[src/rtl/debounce_pulse_if.sv]
// Button-conditioning interface: raw input toward the debouncer, clean level and strobes back.
interface debounce_pulse_if;
  logic btn_in;
  logic btn_level;
  logic press_pulse;
  logic release_pulse;

  modport master (
    output btn_in,
    input  btn_level,
    input  press_pulse,
    input  release_pulse
  );

  modport slave (
    input  btn_in,
    output btn_level,
    output press_pulse,
    output release_pulse
  );
endinterface

[src/rtl/debounce_pulse.sv]
// Two-flop synchronizer plus stability-counter FSM producing a debounced level and
// single-cycle press/release strobes.
//
// state    | meaning
// IDLE     | stable low
// ARM_HIGH | qualifying a high
// HIGH     | stable high
// ARM_LOW  | qualifying a low
module debounce_pulse #(
  parameter int DEBOUNCE_CYCLES = 16
) (
  input logic             clk,
  input logic             reset,
  debounce_pulse_if.slave bus
);
  localparam int CW = $clog2(DEBOUNCE_CYCLES + 1);
  localparam logic [CW-1:0] CNT_LAST = CW'(DEBOUNCE_CYCLES - 1);

  typedef enum logic [1:0] {IDLE, ARM_HIGH, HIGH, ARM_LOW} state_t;

  state_t          state_q, state_d;
  logic [CW-1:0]   cnt_q, cnt_d;
  logic            sync1_q, sync2_q;
  logic            level_q, level_d;
  logic            press_q, press_d;
  logic            release_q, release_d;

  always_ff @(posedge clk) begin
    if (reset) begin
      sync1_q   <= 1'b0;
      sync2_q   <= 1'b0;
      state_q   <= IDLE;
      cnt_q     <= '0;
      level_q   <= 1'b0;
      press_q   <= 1'b0;
      release_q <= 1'b0;
    end else begin
      sync1_q   <= bus.btn_in;
      sync2_q   <= sync1_q;
      state_q   <= state_d;
      cnt_q     <= cnt_d;
      level_q   <= level_d;
      press_q   <= press_d;
      release_q <= release_d;
    end
  end

  always_comb begin
    state_d = state_q;
    cnt_d   = cnt_q;
    case (state_q)
      IDLE: begin
        if (sync2_q) begin
          state_d = ARM_HIGH;
          cnt_d   = CW'(1);
        end else begin
          cnt_d   = '0;
        end
      end
      ARM_HIGH: begin
        if (!sync2_q) begin
          state_d = IDLE;
          cnt_d   = '0;
        end else if (cnt_q == CNT_LAST) begin
          state_d = HIGH;
          cnt_d   = '0;
        end else begin
          cnt_d   = cnt_q + CW'(1);
        end
      end
      HIGH: begin
        if (!sync2_q) begin
          state_d = ARM_LOW;
          cnt_d   = CW'(1);
        end
      end
      ARM_LOW: begin
        if (sync2_q) begin
          state_d = HIGH;
          cnt_d   = '0;
        end else if (cnt_q == CNT_LAST) begin
          state_d = IDLE;
          cnt_d   = '0;
        end else begin
          cnt_d   = cnt_q + CW'(1);
        end
      end
      default: begin
        state_d = IDLE;
        cnt_d   = '0;
      end
    endcase
  end

  // Strobes fire only on completed qualification, never on an aborted ARM_* return.
  always_comb begin
    level_d   = (state_d == HIGH) || (state_d == ARM_LOW);
    press_d   = (state_q == ARM_HIGH) && (state_d == HIGH);
    release_d = (state_q == ARM_LOW) && (state_d == IDLE);
  end

  assign bus.btn_level     = level_q;
  assign bus.press_pulse   = press_q;
  assign bus.release_pulse = release_q;
endmodule

[src/flat_wrapper.sv]
// flat-port wrapper written by rule: the top's interface ports become plain ports
module debounce_pulse_flat 
#(
  parameter int DEBOUNCE_CYCLES = 16
)
  (clk, reset, bus_btn_in, bus_btn_level, bus_press_pulse, bus_release_pulse);
  debounce_pulse_if bus_i ();
  input logic clk;
  input logic reset;
  input wire logic [$bits(bus_i.btn_in)-1:0] bus_btn_in;
  output wire logic [$bits(bus_i.btn_level)-1:0] bus_btn_level;
  output wire logic [$bits(bus_i.press_pulse)-1:0] bus_press_pulse;
  output wire logic [$bits(bus_i.release_pulse)-1:0] bus_release_pulse;
  assign bus_i.btn_in = bus_btn_in;
  assign bus_btn_level = bus_i.btn_level;
  assign bus_press_pulse = bus_i.press_pulse;
  assign bus_release_pulse = bus_i.release_pulse;
  debounce_pulse #(.DEBOUNCE_CYCLES(DEBOUNCE_CYCLES)) u_core (.clk(clk), .reset(reset), .bus(bus_i));
endmodule
[config.mk]
export PLATFORM = sky130hd
export DESIGN_NAME = debounce_pulse_flat
export DESIGN_NICKNAME = d
export VERILOG_FILES = /design/src/rtl/debounce_pulse_if.sv /design/src/rtl/debounce_pulse.sv /design/src/flat_wrapper.sv
export SDC_FILE = /design/constraint.sdc
export NUM_CORES = 1
export LEC_CHECK = 0
export CORE_AREA = 2 2 39 41
export CTS_CLUSTER_DIAMETER = 100
export DETAILED_ROUTE_END_ITERATION = 8
export DIE_AREA = 0 0 41 43
export HOLD_SLACK_MARGIN = 0.08
export PLACE_DENSITY = 0.65
export SYNTH_ARGS = -nofsm -noshare
export SYNTH_HDL_FRONTEND = slang
export SYNTH_SLANG_ARGS = --single-unit
[constraint.sdc]
create_clock -name clk -period 2.1 [get_ports clk]
set_input_delay 0.21 -clock clk [delete_from_list [all_inputs] [get_ports clk]]
set_output_delay 0.21 -clock clk [all_outputs]
set_load 0.05 [all_outputs]
==> reports/metrics.cfg <==
[setup_path]
critPathKind = flip-flop to primary output
slowest_stage = clkdlybuf4s50_1
cp_num_buf_inv = 1
crit_family = buffers and inverters
path_cells = clkdlybuf4s50_1
cp_slowest_stage_delay_ps = 790
crit_path_start_kind = flip-flop
cp_max_fo = 1
crit_cells = 1
cp.required_ps = 1890
critical_path_arrival_ps = 1360
endpoint_kind = primary output
rr_worst_depth = 4
timing.reg2reg.setup_slack_ps = 680
r2r_end = u_core.bus.release_pulse
r2r_start = u_core.cnt_q[0]

[cts]
h-tree-depth = 1
numCtsBuffers = 3
cts_buffer_depth = 2
root_buffer = clkbuf_4
holdBufCountCts = 0
cts_tree = built
cts_sinks = 12
cts_resized = 0
cts.reportedPaths.clkPinSlew_ps = 70
clk_latency_ps = 260
cts_setup_buffers = 0

[synthesis]
yosys_warnings = 0
yosysSeqAreaShare_pct = 47.3
synth.avg_cell_area_um2 = 9.96
netlist_instances = 51
ys_seq_elements = 12
synth_fp_nets = 55
syn_area_um2 = 508
ys_types = 23

[cells_and_area]
area_growth_pct = 16.5
fin_nets = 63
antennaDiodeCount = 0
layout_commonest_cell = dfxtp_1
layout_common_cells = 12 x dfxtp_1, 5 x nand2_1, 5 x clkdlybuf4s50_1
drive_gt1_share_pct = 12.3

[route]
vias = 395
via_per_inst = 5.41
drc = 0
wl_per_cell_um = 11.6
first_iter_violations = 5
drtPass1Iterations = 3
antenna_left = 0
wl_um = 849

[run_status]
outcome = finished, final reports clean

[worst_hold_path]
min-delay-start = u_core.sync1_q
hold_depth = 1
hp-class = flip-flop to flip-flop
worstHoldEndpoint = u_core.sync2_q

[floorplanning]
rows = 14
pin_count = 6
die_w_um = 41
die_area_um2 = 1760
coreArea_um2 = 1380
start_util_pct = 36.7
die_y_um = 43

[placed_design]
portBuffers = 5
gp_congestion = 0.724
hpwl_um = 600

[sta]
post-route-min-period_ps = 1570
fin_crit_sh_pct = 74.6
worst_pin_slew_ps = 492
rsz0062_at_grt = no
finalHoldViolCount = 0
final.setup.tns_ps = 0
slew_headroom_pct = 67.1
fmax_mhz = 639
clock-skew-final_ps = 2.57
drv_slew = 0
setup_viol = 0
holdWs_ps = 444

[pwr]
leakage_uw = 0.000210
p_per_area_nw_per_um2 = 641
vdd_drop_max_mv = 0.457

[global_routing]
grt_max_degree = 16
grt_remaining_overflow = 0
antenna_found_initial = 0
grt_pass1_vias = 351
track_usage_pct = 12.6
grt_pass1_wl_um = 1460

[flow_run]
cap_viol_max_count = 0

-- final cells by class --
type                       count  area (um2)
sequential                    12         240
timing repair buffer           5        50.0
fill                         137         792
clock buffer                   3        22.5
multi-input combinational     36         255
inverter                       1        3.75
tap                           16        20.0
-- per-stage QoR --
stage               util [%]  area (um2)  setup WS, ps  total power, uW  cells
floorplan                  -         508           903              246     51
global placement        41.1         569           683              252     70
detailed placement      41.1         569           636              252     70
CTS                     42.8         592           519              387     73
global route            42.8         592           464              403     73
finish                  42.8         592           534              379     73
-- synth_stat cells --
cell,number,share of area [%]
nor3b_1,3,4.4
nor2b_1,2,2.5
xor2_1,1,1.7
nand4_1,1,1.2
inv_1,1,0.74
o211ai_1,1,1.5
nand3b_1,2,3.0
nor2_1,2,1.5
dfxtp_1,12,47
clkbuf_1,1,0.74
nand3_1,3,3.0
nor4b_1,3,5.2
and4b_1,1,2.0
nand2_1,5,3.7
and3b_2,2,3.9
nand4b_1,1,1.7
a31oi_1,1,1.2
xor2_2,1,3.2
buf_2,1,0.98
ha_1,1,2.5
o21ai_0,2,2.0
a21oi_1,3,3.0
o41ai_2,1,3.2
-- layer usage --
layer	global-route usage [%]	part of all wire (%)	vias up	routed length, um
met5	0	0	-	0
met4	6.00	2.0	0	17
met3	7.85	5.4	2	46
met2	17.2	47	9	397
met1	15.1	46	183	388
li1	-	-	201	-
-- sequential cells by signal, indices dropped and copies added (netlist names) --
name / flops
u_core.bus.btn_level: 1
u_core.bus.press_pulse: 1
u_core.bus.release_pulse: 1
u_core.cnt_q: 5
u_core.state_q: 2
u_core.sync1_q: 1
u_core.sync2_q: 1
-- report_power, final --
group / total, uW / switching, uW / internal, uW
clock: 133 / 66.5 / 66.2
combinational: 12.9 / 6.15 / 6.75
sequential: 234 / 3.51 / 230
-- worst max-delay path by stage --
stage	from	endpoint	slack [ps]
finish	u_core.bus.btn_level	bus_btn_level	530
global placement	reset	u_core.cnt_q[2]	680
CTS	u_core.bus.btn_level	bus_btn_level	520
global route	u_core.bus.release_pulse	bus_release_pulse	460
detailed placement	reset	u_core.cnt_q[2]	640
floorplan	u_core.cnt_q[0]	u_core.state_q[0]	900
-- kinds of logic after synthesis --
family	share of synthesized area (%)
xor+xnor	4.93
fa+ha+maj	2.46
simple gates	32.0
flops	47.3
compound gates	10.8
buf+inv	2.46
Note: power is estimated with default switching activity, not from simulation.
